===== src/rtl/spi_match_pkg.sv =====
// rtl/spi_match_pkg.sv - shared types, constants and helpers for spi_pattern_matcher
//
// Contents:
//   state_t          handshake FSM states (IDLE / ACK / WAIT_DROP)
//   DEFAULT_PATTERN  "SPI debug data\r\n", word 0 in the MSB slice
//   clog2            ceiling log2, usable in constant expressions
package spi_match_pkg;

  typedef enum logic [1:0] {
    IDLE      = 2'd0,
    ACK       = 2'd1,
    WAIT_DROP = 2'd2
  } state_t;

  localparam logic [127:0] DEFAULT_PATTERN = {"SPI debug data", 8'h0D, 8'h0A};

  function automatic int clog2(input int value);
    int result;
    result = 0;
    for (int v = value - 1; v > 0; v = v >> 1) begin
      result++;
    end
    return result;
  endfunction

endpackage


===== src/rtl/spi_pattern_matcher_if.sv =====
// rtl/spi_pattern_matcher_if.sv - receive handshake between spi_slave and the pattern matcher
//
// Signals:
//   rx_data       received word, stable while rx_valid is high
//   rx_valid      level: a word is available
//   rx_ack        one-cycle acknowledge back to the SPI slave
//   frame_active  high while chip select is asserted
// Modports:
//   master  SPI slave side (drives data/valid/frame, sees ack)
//   slave   matcher side
interface spi_pattern_matcher_if #(
  parameter int DATA_WIDTH = 8
) ();

  logic [DATA_WIDTH-1:0] rx_data;
  logic                  rx_valid;
  logic                  rx_ack;
  logic                  frame_active;

  modport master (
    output rx_data,
    output rx_valid,
    output frame_active,
    input  rx_ack
  );

  modport slave (
    input  rx_data,
    input  rx_valid,
    input  frame_active,
    output rx_ack
  );

endinterface


===== src/rtl/match_window.sv =====
// rtl/match_window.sv - sliding-window compare of the last PATTERN_LEN words against PATTERN
//
// Ports:
//   clk       clock
//   rst       asynchronous active-high reset
//   shift_en  a word is being taken into the window this cycle
//   clear     frame ended: forget the window fill
//   data      incoming word
//   hit       combinational: window including the incoming word equals PATTERN
module match_window
  import spi_match_pkg::*;
#(
  parameter int DATA_WIDTH = 8,
  parameter int PATTERN_LEN = 16,
  parameter logic [DATA_WIDTH*PATTERN_LEN-1:0] PATTERN = DEFAULT_PATTERN,
  localparam int FILL_WIDTH = clog2(PATTERN_LEN + 1),
  localparam int HIST_WIDTH = DATA_WIDTH * (PATTERN_LEN - 1)
) (
  input  logic                  clk,
  input  logic                  rst,
  input  logic                  shift_en,
  input  logic                  clear,
  input  logic [DATA_WIDTH-1:0] data,
  output logic                  hit
);

  // Only the previous PATTERN_LEN-1 words are stored; the incoming word
  // completes the window so a match is reported in the same cycle it arrives.
  logic [HIST_WIDTH-1:0]             history;
  logic [DATA_WIDTH*PATTERN_LEN-1:0] window;
  logic [FILL_WIDTH-1:0]             fill;

  assign window = {history, data};
  assign hit    = (fill >= FILL_WIDTH'(PATTERN_LEN - 1)) && (window == PATTERN);

  always_ff @(posedge clk or posedge rst) begin
    if (rst) begin
      history <= '0;
      fill    <= '0;
    end else begin
      if (shift_en) begin
        history <= window[HIST_WIDTH-1:0];
      end
      // A word taken on the closing edge still counts, but the next frame
      // starts from an empty window.
      if (clear) begin
        fill <= '0;
      end else if (shift_en && fill != FILL_WIDTH'(PATTERN_LEN)) begin
        fill <= fill + FILL_WIDTH'(1);
      end
    end
  end

endmodule


===== src/rtl/spi_pattern_matcher.sv =====
// rtl/spi_pattern_matcher.sv - byte-stream pattern matcher behind the SPI slave
//
// Takes words over a level/ack handshake and compares them with PATTERN,
// frame-aligned (SLIDING=0) or anywhere in the stream (SLIDING=1).
//
// Ports:
//   system_clk      system clock
//   reset           asynchronous active-high reset
//   rx              slave side of the receive handshake
//   match_pulse     one-cycle pulse: PATTERN matched
//   mismatch_pulse  one-cycle pulse: frame compare failed (frame mode)
//   overflow_pulse  one-cycle pulse per word past PATTERN_LEN (frame mode)
//   match_count     saturating count of match pulses
//   word_index      words accepted in current frame, saturates at PATTERN_LEN
module spi_pattern_matcher
  import spi_match_pkg::*;
#(
  parameter int DATA_WIDTH = 8,
  parameter int PATTERN_LEN = 16,
  parameter logic [DATA_WIDTH*PATTERN_LEN-1:0] PATTERN = DEFAULT_PATTERN,
  parameter bit SLIDING = 1'b0,
  parameter int COUNT_WIDTH = 16,
  localparam int INDEX_WIDTH = clog2(PATTERN_LEN + 1)
) (
  input  logic                    system_clk,
  input  logic                    reset,
  spi_pattern_matcher_if.slave    rx,
  output logic                    match_pulse,
  output logic                    mismatch_pulse,
  output logic                    overflow_pulse,
  output logic [COUNT_WIDTH-1:0]  match_count,
  output logic [INDEX_WIDTH-1:0]  word_index
);

  localparam int SEL_WIDTH = clog2(PATTERN_LEN);
  localparam logic [INDEX_WIDTH-1:0] LAST_INDEX = INDEX_WIDTH'(PATTERN_LEN);

  state_t state;
  state_t state_next;

  logic frame_prev;
  logic armed;
  logic error;
  logic accept;
  logic take;
  logic frame_fall;
  logic at_end;
  logic word_error;
  logic window_hit;
  logic [SEL_WIDTH-1:0]   select;
  logic [INDEX_WIDTH-1:0] index_next;
  logic                   error_next;
  logic                   match_next;
  logic                   mismatch_next;
  logic                   overflow_next;

  logic [DATA_WIDTH-1:0] pattern_word [PATTERN_LEN];

  for (genvar i = 0; i < PATTERN_LEN; i++) begin : g_pattern_word
    assign pattern_word[i] = PATTERN[DATA_WIDTH*(PATTERN_LEN-i)-1 -: DATA_WIDTH];
  end

  // Handshake FSM: a word is taken once per rx_valid high period.
  always_ff @(posedge system_clk or posedge reset) begin
    if (reset) begin
      state <= IDLE;
    end else begin
      state <= state_next;
    end
  end

  always_comb begin
    state_next = state;
    rx.rx_ack  = 1'b0;
    case (state)
      IDLE:      if (rx.rx_valid) state_next = ACK;
      ACK: begin
        rx.rx_ack  = 1'b1;
        state_next = WAIT_DROP;
      end
      WAIT_DROP: if (!rx.rx_valid) state_next = IDLE;
      default:   state_next = IDLE;
    endcase
  end

  assign accept     = (state == IDLE) && rx.rx_valid;
  assign frame_fall = frame_prev && !rx.frame_active;
  // frame_prev keeps a word arriving on the falling edge inside its frame.
  // armed stays low after reset until frame_active has been seen low, so a
  // frame already in progress at reset release is ignored.
  assign take       = accept && armed && (rx.frame_active || frame_prev);
  assign at_end     = (word_index == LAST_INDEX);
  assign select     = at_end ? '0 : word_index[SEL_WIDTH-1:0];
  assign word_error = (rx.rx_data != pattern_word[select]);

  if (SLIDING) begin : g_window
    match_window #(
      .DATA_WIDTH  (DATA_WIDTH),
      .PATTERN_LEN (PATTERN_LEN),
      .PATTERN     (PATTERN)
    ) u_match_window (
      .clk      (system_clk),
      .rst      (reset),
      .shift_en (take),
      .clear    (frame_fall),
      .data     (rx.rx_data),
      .hit      (window_hit)
    );
  end else begin : g_no_window
    assign window_hit = 1'b0;
  end

  always_comb begin
    index_next    = word_index;
    error_next    = error;
    match_next    = 1'b0;
    mismatch_next = 1'b0;
    overflow_next = 1'b0;
    if (take) begin
      if (at_end) begin
        overflow_next = !SLIDING;
      end else begin
        index_next = word_index + INDEX_WIDTH'(1);
        error_next = error | word_error;
        if (index_next == LAST_INDEX) begin
          match_next    = !SLIDING && !error_next;
          mismatch_next = !SLIDING && error_next;
        end
      end
      if (SLIDING) begin
        match_next = window_hit;
      end
    end
    // Short frame: it ended before a result was produced. The word taken on
    // the same edge has already been folded into index_next.
    if (frame_fall && !SLIDING && index_next != '0 && index_next != LAST_INDEX) begin
      mismatch_next = 1'b1;
    end
  end

  always_ff @(posedge system_clk or posedge reset) begin
    if (reset) begin
      frame_prev     <= 1'b0;
      armed          <= 1'b0;
      error          <= 1'b0;
      word_index     <= '0;
      match_pulse    <= 1'b0;
      mismatch_pulse <= 1'b0;
      overflow_pulse <= 1'b0;
      match_count    <= '0;
    end else begin
      frame_prev     <= rx.frame_active;
      armed          <= armed | !rx.frame_active;
      match_pulse    <= match_next;
      mismatch_pulse <= mismatch_next;
      overflow_pulse <= overflow_next;
      if (frame_fall) begin
        word_index <= '0;
        error      <= 1'b0;
      end else begin
        word_index <= index_next;
        error      <= error_next;
      end
      if (match_next && match_count != '1) begin
        match_count <= match_count + COUNT_WIDTH'(1);
      end
    end
  end

endmodule


===== src/flat_wrapper.sv =====
// flat-port wrapper written by rule: the top's interface ports become plain ports
module spi_pattern_matcher_flat import spi_match_pkg::*;
#(
  parameter int DATA_WIDTH = 8,
  parameter int PATTERN_LEN = 16,
  parameter logic [DATA_WIDTH*PATTERN_LEN-1:0] PATTERN = DEFAULT_PATTERN,
  parameter bit SLIDING = 1'b0,
  parameter int COUNT_WIDTH = 16,
  localparam int INDEX_WIDTH = clog2(PATTERN_LEN + 1)
)
  (system_clk, reset, match_pulse, mismatch_pulse, overflow_pulse, match_count, word_index, rx_rx_data, rx_rx_valid, rx_frame_active, rx_rx_ack);
  spi_pattern_matcher_if #(.DATA_WIDTH(DATA_WIDTH)) rx_i ();
  input  logic system_clk;
  input  logic reset;
  output logic match_pulse;
  output logic mismatch_pulse;
  output logic overflow_pulse;
  output logic [COUNT_WIDTH-1:0] match_count;
  output logic [INDEX_WIDTH-1:0] word_index;
  input wire logic [$bits(rx_i.rx_data)-1:0] rx_rx_data;
  input wire logic [$bits(rx_i.rx_valid)-1:0] rx_rx_valid;
  input wire logic [$bits(rx_i.frame_active)-1:0] rx_frame_active;
  output wire logic [$bits(rx_i.rx_ack)-1:0] rx_rx_ack;
  assign rx_i.rx_data = rx_rx_data;
  assign rx_i.rx_valid = rx_rx_valid;
  assign rx_i.frame_active = rx_frame_active;
  assign rx_rx_ack = rx_i.rx_ack;
  spi_pattern_matcher #(.DATA_WIDTH(DATA_WIDTH), .PATTERN_LEN(PATTERN_LEN), .PATTERN(PATTERN), .SLIDING(SLIDING), .COUNT_WIDTH(COUNT_WIDTH)) u_core (.system_clk(system_clk), .reset(reset), .rx(rx_i), .match_pulse(match_pulse), .mismatch_pulse(mismatch_pulse), .overflow_pulse(overflow_pulse), .match_count(match_count), .word_index(word_index));
endmodule

===== config.mk =====
export PLATFORM = sky130hd
export DESIGN_NAME = spi_pattern_matcher_flat
export DESIGN_NICKNAME = d
export VERILOG_FILES = /design/src/rtl/spi_match_pkg.sv /design/src/rtl/spi_pattern_matcher_if.sv /design/src/rtl/match_window.sv /design/src/rtl/spi_pattern_matcher.sv /design/src/flat_wrapper.sv
export SDC_FILE = /design/constraint.sdc
export NUM_CORES = 1
export LEC_CHECK = 0
export ABC_AREA = 0
export CORE_MARGIN = 4
export CORE_UTILIZATION = 35
export CTS_CLUSTER_DIAMETER = 60
export DETAILED_ROUTE_END_ITERATION = 8
export PLACE_DENSITY = 0.58
export SYNTH_ARGS = -nofsm -noshare
export SYNTH_HDL_FRONTEND = slang
export SYNTH_SLANG_ARGS = --single-unit

===== constraint.sdc =====
create_clock -name system_clk -period 6.2 [get_ports system_clk]
set_input_delay 1.24 -clock system_clk [delete_from_list [all_inputs] [get_ports system_clk]]
set_output_delay 1.24 -clock system_clk [all_outputs]
set_load 0.05 [all_outputs]

After elaboration in Yosys (flattened, before gate mapping)
Memory sizes are Yosys's and may differ from the RTL's.
Cells that the tools add are included.
{ "totals": {"reg_bits": 29, "inputBits": 12, "word_cells": 63, "latchBits": 0, "mem_bits_ro": 128, "ram_bits": 0, "mem_count": 1, "output_inout_bits": 25} }
{ "classes": {"reduce_logical": 15, "n_div": 0, "bitwise": 3, "magnitude_cmp": 1, "n_shift": 0, "n_addsub": 2, "mux": 22, "n_eq_ne": 10, "n_mul": 0} }
{ "mem_list": {"columns": ["name", "words", "width", "read_ports", "rd_ports_with_merged_regs", "write_ports", "line", "source"], "rows": [
  ["(no name shown)", 16, 8, 1, 0, 0, "spi_pattern_matcher.sv:94", "assign word_error = (rx.rx_data != pattern_word[select]);"]
]} }
{ "op_table": {"columns": ["op", "n"], "rows": [
  ["$add 16x1->16 const B", 1],
  ["$mux 8", 2],
  ["$ne 16x16->1 const B", 1],
  ["$mux 5", 3],
  ["$mux 1", 13],
  ["$eq 5x5->1 const B", 2],
  ["$ne 8x8->1", 1],
  ["$logic_and 1x1->1", 7],
  ["$pmux 2 s3", 1],
  ["$add 5x1->5 const B", 1],
  ["$ge 5x5->1 const B", 1],
  ["$ne 5x5->1 const B", 1],
  ["$not 4->5", 1],
  ["$reduce_bool 5->1", 1],
  ["$mux 2", 2],
  ["$mux 4", 1],
  ["$ne 2x2->1 const B", 2],
  ["$reduce_and 2->1", 2],
  ["$eq 2x1->1 const B", 1],
  ["$eq 2x2->1 const B", 1],
  ["$logic_not 1->1", 2],
  ["$logic_not 2->1", 1],
  ["$ne 2x1->1 const B", 1],
  ["$or 1x1->1", 2],
  ["2 further kinds", 2]
]} }

Longest topological paths before layout
Gate-level depths: netlist of the first run.
{ "depth": {"depth_word": 13, "ltp_mapped": 12, "depth_no_buf": 11} }

Worst setup path after synthesis of the first run
No wires, ideal clock.
{ "synth_path": {"path_kind": "input to register", "start": "input port rx_rx_valid", "end": "register u_core.match_count[9]", "n_path_buf": 2, "path_stages": 9, "arrival_time_ps": 2689, "required_time_ps": 6118, "setup_ps": 82, "slack_ps": 3429, "path_cell_list": "and4bb_1 > and2b_1 > buf_4 > o2111ai_1 > a31oi_1 > nand4_4 > buf_6 > nor2_2 > xor2_1"} }
{ "synth_via": {"elab_chain_len": 5} }
{ "synth_rtl": {"columns": ["element", "line", "source"], "rows": [
  ["from (decl)", "flat_wrapper.sv:21", "input wire logic [$bits(rx_i.rx_valid)-1:0] rx_rx_valid;"],
  ["$logic_and 1x1->1", "spi_pattern_matcher.sv:86", "assign accept = (state == IDLE) && rx.rx_valid;"],
  ["$logic_and 1x1->1 (2 in series)", "spi_pattern_matcher.sv:91", "assign take = accept && armed && (rx.frame_active || frame_prev);"],
  ["$mux 1", "spi_pattern_matcher.sv:119", "if (take) begin"],
  ["$logic_and 1x1->1", "spi_pattern_matcher.sv:164", "if (match_next && match_count != '1) begin"],
  ["to (signal assigned)", "spi_pattern_matcher.sv:165", "match_count <= match_count + COUNT_WIDTH'(1);"],
  ["to (decl)", "spi_pattern_matcher.sv:31", "output logic [COUNT_WIDTH-1:0] match_count,"]
]} }
No other way between the ends.
A chain may end at the register's enable or synchronous reset.

Worst setup path after layout of the first run
{ "layout_path": {"start": "input port rx_rx_valid", "end": "register u_core.match_count[11]"} }
The elaborated chain is that of the path after synthesis.

==> flow_summary.ini, run 1 <==
[timing]
max_freq_mhz = 291
setup_tns_ns = 0
fin_worst_skew_ns = 0.00243
holdWs_ns = 0.459
rsz0062_at_grt = no
timing.final.crit_share = 0.554
fin_ws_ns = 2.77
max_slew_margin = 0.585
finalSetupViolCount = 0
hold_viol = 0
post-route-min-period_ns = 3.43
worst_pin_slew_ns = 0.623
slew_violations = 0

[yosys]
muxShareOfSynthArea = 0.0472
synth-simple-area-share = 0.261
ys_async_sr_fraction = 1.00
synth-xor-area-share = 0.118
ys_seq_area_frac = 0.409
syn-cell-area_sq_um = 1770
synth_top_family_by_area = simple AND/OR/NAND/NOR gates
syn-num-nets = 198
synth_seq_cells = 29
synth_edf_count = 0
synth_flop_cell = dfrtp_1
syn_avg_cell_area_sq_um = 9.91
netlist_instances = 179
synth_warnings = 0
synth_adder_area_share = 0.0494
ys_types = 43
synth-compound-area-share = 0.0740

[pwr]
seqPwrFrac = 0.362
swShare = 0.352
power_density_nw_per_um2 = 280
switchingPower_mw = 0.225
p_total_mw = 0.640
combinationalPowerShare = 0.345
leakage_nw = 1.03
vdd_drop_max_v = 0.000144
clockPowerShare = 0.293
p_int_mw = 0.415

[cells_and_area]
drive_gt1_frac = 0.116
antenna_cells = 0
layout_commonest_cell = clkdlybuf4s50_1
area_growth_pct = 28.7
final_cell_mix = clkdlybuf4s50_1, dfrtp_1, xor2_1, nand3_1, nor2_1
nNetsFinal = 235

[critical_path]
critPathRequiredTime_ns = 6.40
start_kind = input pin
worst_setup_path_end_kind = flop
worstPathArrival_ns = 3.63
worstSetupPathType = in -> reg
cp_max_fo = 16
r2r_cells = 11

[grt]
grt_pass1_vias = 1282
grt_pass1_wl_mm = 6.27
grt_util_all_layers = 0.127
grt_max_degree = 30
grt_overflow = 0
antenna_found_initial = 0

[drt]
drtAntennaViolNets = 0
vias_per_cell = 4.73
drt-initial-drc-count = 70
wire_per_inst_microns = 13.0
drt-pass1-iter-count = 4
routed_wl_mm = 3.69
num_vias = 1340
route.detailed.drc = 0

[clock_tree]
clk_path_buf_depth = 2
cts_resized = 0
cts_hold_buf = 0
root_buffer = clkbuf_8
cts_tree = done
worst_setup_hold_path_clk_slew_ns = 0.06
clk_latency_ns = 0.27
h-tree-depth = 2
numCtsBuffers = 5
post-cts-setup-buffer-count = 0
cts_sinks = 29

[floorplan]
num_rows = 25
dieArea_sq_um = 6270
core_sq_um = 4820
io_pins = 37
start_util = 0.368
die_width_microns = 79.2
die_h_microns = 79.2

[run_status]
status = finished clean

[hold_path]
worstHoldPathType = reg -> reg
hold_depth = 1

[placed_design]
dp_hpwl_mm = 2.61
gp_congestion = 0.740
preCtsSetupSlack_ns = 2.48
portBuffers = 36

[run]
cap_violations = 0
-- cell type report --
type                       count  area (sq um)
fill                         491          2530
multi-input combinational    136           976
sequential                    29           726
timing repair buffer          37           368
tap                           67          83.8
clock buffer                   5          68.8
clock inverter                 2          35.0
inverter                       7          26.3
-- cells by family (layout without fill, tap and decap cells) --
kind of cell,count (synthesis),in the layout
xor gates and xnor gates,24,24
adders and majority gates,7,7
buffers and inverters,14,51
and+or+nand+nor,78,78
muxes,8,8
AOI/OAI and AO/OA,19,19
DFF,29,29
-- critical path, cell delays in order --
cell             delay, ns
clkdlybuf4s50_1       0.48
and4bb_1              0.24
and2b_1               0.30
o2111ai_1             0.24
a31oi_1               0.31
nand4_4               0.34
nor3_1                0.32
xor2_1                0.17
-- power groups by stage --
stage | Sequential [mW] | Combinational (mW) | Clock (mW)
final | 0.232 | 0.221 | 0.187
after global routing | 0.236 | 0.245 | 0.202
after CTS | 0.232 | 0.224 | 0.192
after detailed placement | 0.236 | 0.223 | 0
after global placement | 0.236 | 0.223 | 0
after floorplan | 0.252 | 0.150 | 0
-- per-layer routing --
layer,track usage,share of wire
met3,0.0261,0.027
met5,0,0
met2,0.183,0.43
met4,0.0584,0.014
met1,0.181,0.53
-- cells in the mapped netlist, types with 2 or more instances --
cell,count,share of area
a21boi_0,2,0.0085
a21oi_1,4,0.011
and3_1,4,0.014
and3b_1,2,0.0099
and4_1,2,0.0099
buf_4,3,0.013
dfrtp_1,29,0.41
ha_1,7,0.049
inv_1,7,0.015
mux2_2,3,0.019
mux2i_1,5,0.028
nand2_1,7,0.015
nand2b_1,5,0.018
nand3_1,14,0.039
nand4_1,5,0.018
nor2_1,13,0.028
nor2_2,9,0.032
nor2b_1,2,0.0071
nor3_1,5,0.014
nor3b_1,3,0.013
o21ai_0,3,0.0085
o31ai_1,2,0.0085
xnor2_1,7,0.035
xor2_1,17,0.084
-- through the flow --
stage / instance area (sq um) / instances / util
5_1_grt: 2280 / 283 / 0.474
2_1_floorplan: 1770 / 179 / -
3_5_place_dp: 2180 / 276 / 0.452
4_1_cts: 2280 / 283 / 0.474
3_3_place_gp: 2180 / 276 / 0.452
6_report: 2280 / 283 / 0.474
-- sequential cells by signal (all words and copies together), names as in the netlist --
register / flops
u_core.word_index: 5
u_core.overflow_pulse: 1
u_core.mismatch_pulse: 1
u_core.match_count: 16
u_core.frame_prev: 1
u_core.armed: 1
u_core.error: 1
u_core.match_pulse: 1
u_core.state: 2
-- worst paths after layout --
kind                                                 from                            endpoint  slack [ns]
max reg2reg                u_core.word_index[1]$_DFF_PP0_  u_core.match_count[11]$_DFFE_PP0P_        3.30
min reg2reg                   u_core.state[0]$_DFFE_PP0P_         u_core.state[0]$_DFFE_PP0P_        0.46
min                           u_core.state[0]$_DFFE_PP0P_         u_core.state[0]$_DFFE_PP0P_        0.46
max in group asynchronous                           reset   u_core.match_count[7]$_DFFE_PP0P_        4.58
max                                           rx_rx_valid  u_core.match_count[11]$_DFFE_PP0P_        2.77
min in group asynchronous                           reset         u_core.state[1]$_DFFE_PP0P_        1.35
No activity file was read; power rests on OpenSTA's default activity.
==> inputs of run 2 (changes only) <==
==> constraint.sdc (replaced) <==
create_clock -name system_clk -period 3.59 [get_ports system_clk]
set_input_delay 0.718 -clock system_clk [delete_from_list [all_inputs] [get_ports system_clk]]
set_output_delay 0.718 -clock system_clk [all_outputs]
set_load 0.05 [all_outputs]
==> run 2 against run 1 <==
Compared with the run above:
- non-clock buffer count increased by 2
- wire length shrank 1.0%
- die area unchanged
- global-route usage increased by 0.19 points
- total power up 63%
- sequential power is 70% higher
- sequential share of layout area grew 0.087 points
- setup slack worse by 2.1 ns
- critical path type is now reg -> reg
- largest cell class unchanged
- highest routed layer unchanged
==> flow_summary.ini, run 2 (synthesis results as in run 1) <==
[cells_and_area]
final_cell_mix = clkdlybuf4s50_1, dfrtp_1, xor2_1, nand3_1, nor2_1
largest_reg_flops = 16
drive_gt1_frac = 0.123
largest_register = u_core.match_count
layout_commonest_cell = clkdlybuf4s50_1
nFillCells = 488
nNetsFinal = 237
fin_cells = 286
reg_top3 = u_core.match_count x16, u_core.word_index x5, u_core.state x2
antenna_cells = 0
area_growth_pct = 28.3

[floorplan]
num_rows = 25
io_pins = 37
die_h_microns = 79.2
die_width_microns = 79.2
core_sq_um = 4820
start_util = 0.368
dieArea_sq_um = 6270

[critical_path]
slowest_stage = dfrtp_1
critPathRequiredTime_ns = 3.79
cp_cell_sequence = inv_1 -> ha_1 -> nand3_1 -> ha_1 -> mux2_2 -> a22oi_2 -> xnor2_1 -> nor2_4 -> nand4_4 -> nor3_1 -> xor2_1
worst_setup_path_end_kind = flop
start_kind = flop
cp_slowest_stage_delay_ns = 0.51
cp_max_fo = 16
worstSetupPathType = reg -> reg
worstPathArrival_ns = 3.12
crit_top_cell = ha_1

[timing]
finalSetupViolCount = 0
max_freq_mhz = 342
timing.final.crit_share = 0.815
setup_tns_ns = 0
post-route-min-period_ns = 2.93
fin_worst_skew_ns = 0.00475
worst_pin_slew_ns = 0.496
rsz0062_at_grt = no
hold_viol = 0
max_slew_margin = 0.668
slew_violations = 0

[clock_tree]
clk_path_buf_depth = 2
root_buffer = clkbuf_8
clk_latency_ns = 0.27
worst_setup_hold_path_clk_slew_ns = 0.06
cts_sinks = 29
cts_hold_buf = 0
h-tree-depth = 2
cts_resized = 0
post-cts-setup-buffer-count = 0
numCtsBuffers = 5
cts_tree = done

[drt]
met2_length_mm = 1.61
highest_layer = met4
m1WireLength_mm = 1.86
route.detailed.drc = 0
num_vias = 1376
drtAntennaViolNets = 0
drt-pass1-iter-count = 4
drt-initial-drc-count = 89
dr_wl_met3_microns = 136
vias_per_cell = 4.81
routed_wl_mm = 3.65
wire_per_inst_microns = 12.8

[grt]
grt_pass1_vias = 1291
grt_max_degree = 30
grt_overflow = 0
grt_pass1_wl_mm = 6.40
antenna_found_initial = 0
grt_util_all_layers = 0.129

[hold_path]
worstHoldPathType = reg -> reg

[placed_design]
dp_cells = 278
gp_congestion = 0.744
portBuffers = 36
dp_hpwl_mm = 2.65

[run]
cap_violations = 0

[pwr]
power_density_nw_per_um2 = 458
leakage_nw = 1.03
vdd_drop_max_v = 0.000259
p_total_mw = 1.04

[run_status]
status = finished clean
-- run 2: worst max-delay path: cells and delay by family (launching register included) --
| family | cells | cell delay, ns |
|---|---|---|
| muxes | 1 | 0.26 |
| and+or+nand+nor | 4 | 0.97 |
| DFF | 1 | 0.51 |
| adders and majority gates | 2 | 0.51 |
| xor gates and xnor gates | 2 | 0.30 |
| AOI/OAI and AO/OA | 1 | 0.14 |
| buffers and inverters | 1 | 0.14 |
-- run 2: path summary, 6_finish.rpt --
check	start	end	slack (ns)	depth (start not counted)
setup reg to reg	u_core.word_index[0]$_DFF_PP0_	u_core.match_count[10]$_DFFE_PP0P_	0.66	11
hold reg to reg	u_core.state[0]$_DFFE_PP0P_	u_core.state[0]$_DFFE_PP0P_	0.46	1
hold / removal	u_core.state[0]$_DFFE_PP0P_	u_core.state[0]$_DFFE_PP0P_	0.46	1
setup / recovery	u_core.word_index[0]$_DFF_PP0_	u_core.match_count[10]$_DFFE_PP0P_	0.66	11
max in group asynchronous	reset	u_core.match_count[6]$_DFFE_PP0P_	2.51	3
min in group asynchronous	reset	u_core.state[1]$_DFFE_PP0P_	0.81	3
-- run 2: final cells by class --
| class | count | area, sq um | area share |
|---|---|---|---|
| Clock buffer | 6 | 72.6 | 0.0319 |
| Inverter | 7 | 26.3 | 0.0115 |
| Sequential cell | 29 | 726 | 0.319 |
| Timing Repair Buffer | 39 | 383 | 0.168 |
| Multi-Input combinational cell | 136 | 976 | 0.429 |
| Tap cell | 67 | 83.8 | 0.0368 |
| Clock inverter | 2 | 10.0 | 0.00440 |
-- run 2: routing by layer --
layer,vias to the layer above,track usage
li1,693,-
met1,650,0.185
met2,26,0.190
met3,7,0.0329
met4,0,0.0361
met5,-,0
-- run 2: where the power goes --
group / internal, mW / switching [mW] / leakage (nW)
Combinational: 0.165 / 0.227 / 0.601
Sequential: 0.352 / 0.0424 / 0.387
Clock: 0.134 / 0.121 / 0.0450
-- run 2: through the flow --
step	utilization	area (sq um)	setup WS, ns	hold slack (ns)
floorplan	-	1770	0.902	0.425
global placement	0.456	2190	0.470	0.452
detailed placement	0.456	2190	0.409	0.452
CTS	0.473	2280	0.660	0.461
global route	0.473	2280	0.363	0.486
finish	0.473	2280	0.663	0.458
==> inputs of run 3 (changes only) <==
==> constraint.sdc (replaced) <==
create_clock -name system_clk -period 2.79 [get_ports system_clk]
set_input_delay 0.558 -clock system_clk [delete_from_list [all_inputs] [get_ports system_clk]]
set_output_delay 0.558 -clock system_clk [all_outputs]
set_load 0.05 [all_outputs]
==> run 3 against run 2 <==
Compared with the run above:
- non-clock buffer count is 9 higher
- fmax is 18% higher
- via count increased by 2.7%
- first-iteration DRC count decreased by 6.7%
- total power up 44%
- sequential power increased by 20%
- register-to-register slack got worse by 0.36 ns
- sequential cell count unchanged
==> flow_summary.ini, run 3 (synthesis results as in run 1) <==
[run_status]
status = finished clean

[drt]
routed_wl_mm = 3.87
vias_per_cell = 4.79
wire_per_inst_microns = 13.1
drt-pass1-iter-count = 4
num_vias = 1413
route.detailed.drc = 0
drtAntennaViolNets = 0
drt-initial-drc-count = 83

[critical_path]
start_kind = flop
r2r-start = u_core.word_index[0]$_DFF_PP0_
critPathBufInv = 2
r2r_slack_ns = 0.31
r2r_cells = 12
cp_slowest_stage_delay_ns = 0.37
slowest_stage = dfrtp_1
worstPathArrival_ns = 2.68
r2r_end = u_core.match_count[5]$_DFFE_PP0P_
crit_top_cell = ha_1
worst_setup_path_end_kind = flop
worstSetupPathType = reg -> reg
cp_cell_sequence = inv_1 -> ha_1 -> nand3_1 -> ha_1 -> mux2_2 -> a22oi_2 -> xnor2_1 -> nor2_4 -> nand4_4 -> buf_4 -> nor2_2 -> xor2_1
critPathRequiredTime_ns = 2.99
crit_family = simple AND/OR/NAND/NOR gates
cp_max_fo = 14

[floorplan]
dieArea_sq_um = 6270
io_pins = 37
die_width_microns = 79.2
num_rows = 25
start_util = 0.368
die_h_microns = 79.2
core_sq_um = 4820

[clock_tree]
post-cts-setup-buffer-count = 0
worst_setup_hold_path_clk_slew_ns = 0.06
cts_hold_buf = 0
cts_resized = 0
cts_sinks = 29
numCtsBuffers = 5
root_buffer = clkbuf_8
h-tree-depth = 2
cts_tree = done
clk_latency_ns = 0.28
clk_path_buf_depth = 2

[placed_design]
portBuffers = 36
preCtsSetupSlack_ns = 0.0280
dp_hpwl_mm = 2.84
gp_congestion = 0.739

[timing]
post-route-min-period_ns = 2.48
fin_worst_skew_ns = 0.00355
setup_tns_ns = 0
timing.final.crit_share = 0.890
finalSetupViolCount = 0
hold_viol = 0
max_slew_margin = 0.666
worst_pin_slew_ns = 0.500
rsz0062_at_grt = no
max_freq_mhz = 403
slew_violations = 0
holdWs_ns = 0.468
fin_ws_ns = 0.307

[hold_path]
min_to = u_core.state[0]$_DFFE_PP0P_
min_from = u_core.state[0]$_DFFE_PP0P_
worstHoldPathType = reg -> reg
hold_depth = 1

[pwr]
leakage_nw = 1.09
seqPwrFrac = 0.316
switchingPower_mw = 0.512
power_density_nw_per_um2 = 630
vdd_drop_max_v = 0.000463
swShare = 0.342
p_total_mw = 1.50
p_int_mw = 0.986
combinationalPowerShare = 0.386
clockPowerShare = 0.298

[cells_and_area]
reg_top3 = u_core.match_count x16, u_core.word_index x5, u_core.state x2
drive_gt1_frac = 0.158
largest_reg_flops = 16
final_cell_mix = clkdlybuf4s50_1, dfrtp_1, xor2_1, nand3_1, nor2_1
final_util = 0.494
antenna_cells = 0
area_growth_pct = 34.1
layout_commonest_cell = clkdlybuf4s50_1
nFillCells = 473
nNetsFinal = 246
largest_register = u_core.match_count

[grt]
grt_util_all_layers = 0.140
grt_pass1_wl_mm = 6.90
grt_overflow = 0
antenna_found_initial = 0
grt_pass1_vias = 1411
grt_max_degree = 30

[run]
cap_violations = 0
run 3: final cells by class:
type	count	area, sq um	share of cell area
inverters	7	26.3	0.0110
multi-input cells	136	976	0.410
flip-flops and latches	29	726	0.305
repair buffers	48	450	0.189
clock inverters	1	30.0	0.0126
well taps	67	83.8	0.0352
clock buffers	7	86.3	0.0363
run 3: worst reg2reg max path, delay by kind of cell (launching register included):
family	cells	cell delay (ns)
buffers and inverters	2	0.34
adder cells (fa/ha/maj)	2	0.37
AO/OA/AOI/OAI	1	0.14
XOR/XNOR	2	0.27
flip-flops	1	0.37
multiplexers	1	0.27
AND/OR/NAND/NOR	4	0.66
run 3: power groups by stage:
| stage | Clock, mW | Sequential (mW) | Combinational, mW |
|---|---|---|---|
| 2_1_floorplan | 0 | 0.560 | 0.334 |
| 5_1_grt | 0.483 | 0.479 | 0.645 |
| 6_report | 0.447 | 0.473 | 0.579 |
| 4_1_cts | 0.460 | 0.473 | 0.584 |
| 3_3_place_gp | 0 | 0.482 | 0.579 |
| 3_5_place_dp | 0 | 0.481 | 0.581 |
run 3: per-layer routing:
layer	global-route usage	wire length [microns]
met1	0.188	1830
met2	0.221	1820
met3	0.0351	152
met4	0.0464	63
met5	0	0
run 3: how the worst max path moves through the flow:
stage                              startpoint                           endpoint  slack [ns]  cells after the start
6_report       u_core.word_index[0]$_DFF_PP0_  u_core.match_count[5]$_DFFE_PP0P_        0.31                     12
5_1_grt        u_core.word_index[0]$_DFF_PP0_  u_core.match_count[5]$_DFFE_PP0P_        0.07                     12
4_1_cts        u_core.word_index[0]$_DFF_PP0_  u_core.match_count[5]$_DFFE_PP0P_        0.29                     12
3_5_place_dp                      rx_rx_valid  u_core.match_count[4]$_DFFE_PP0P_        0.03                      9
3_3_place_gp                      rx_rx_valid  u_core.match_count[5]$_DFFE_PP0P_        0.08                      9
2_1_floorplan  u_core.word_index[0]$_DFF_PP0_  u_core.match_count[9]$_DFFE_PP0P_        0.10                     12
run 3: stage by stage:
step                cell area (sq um)  cells
floorplan                        1770    179
global placement                 2260    287
detailed placement               2260    287
CTS                              2380    295
global route                     2380    295
finish                           2380    295
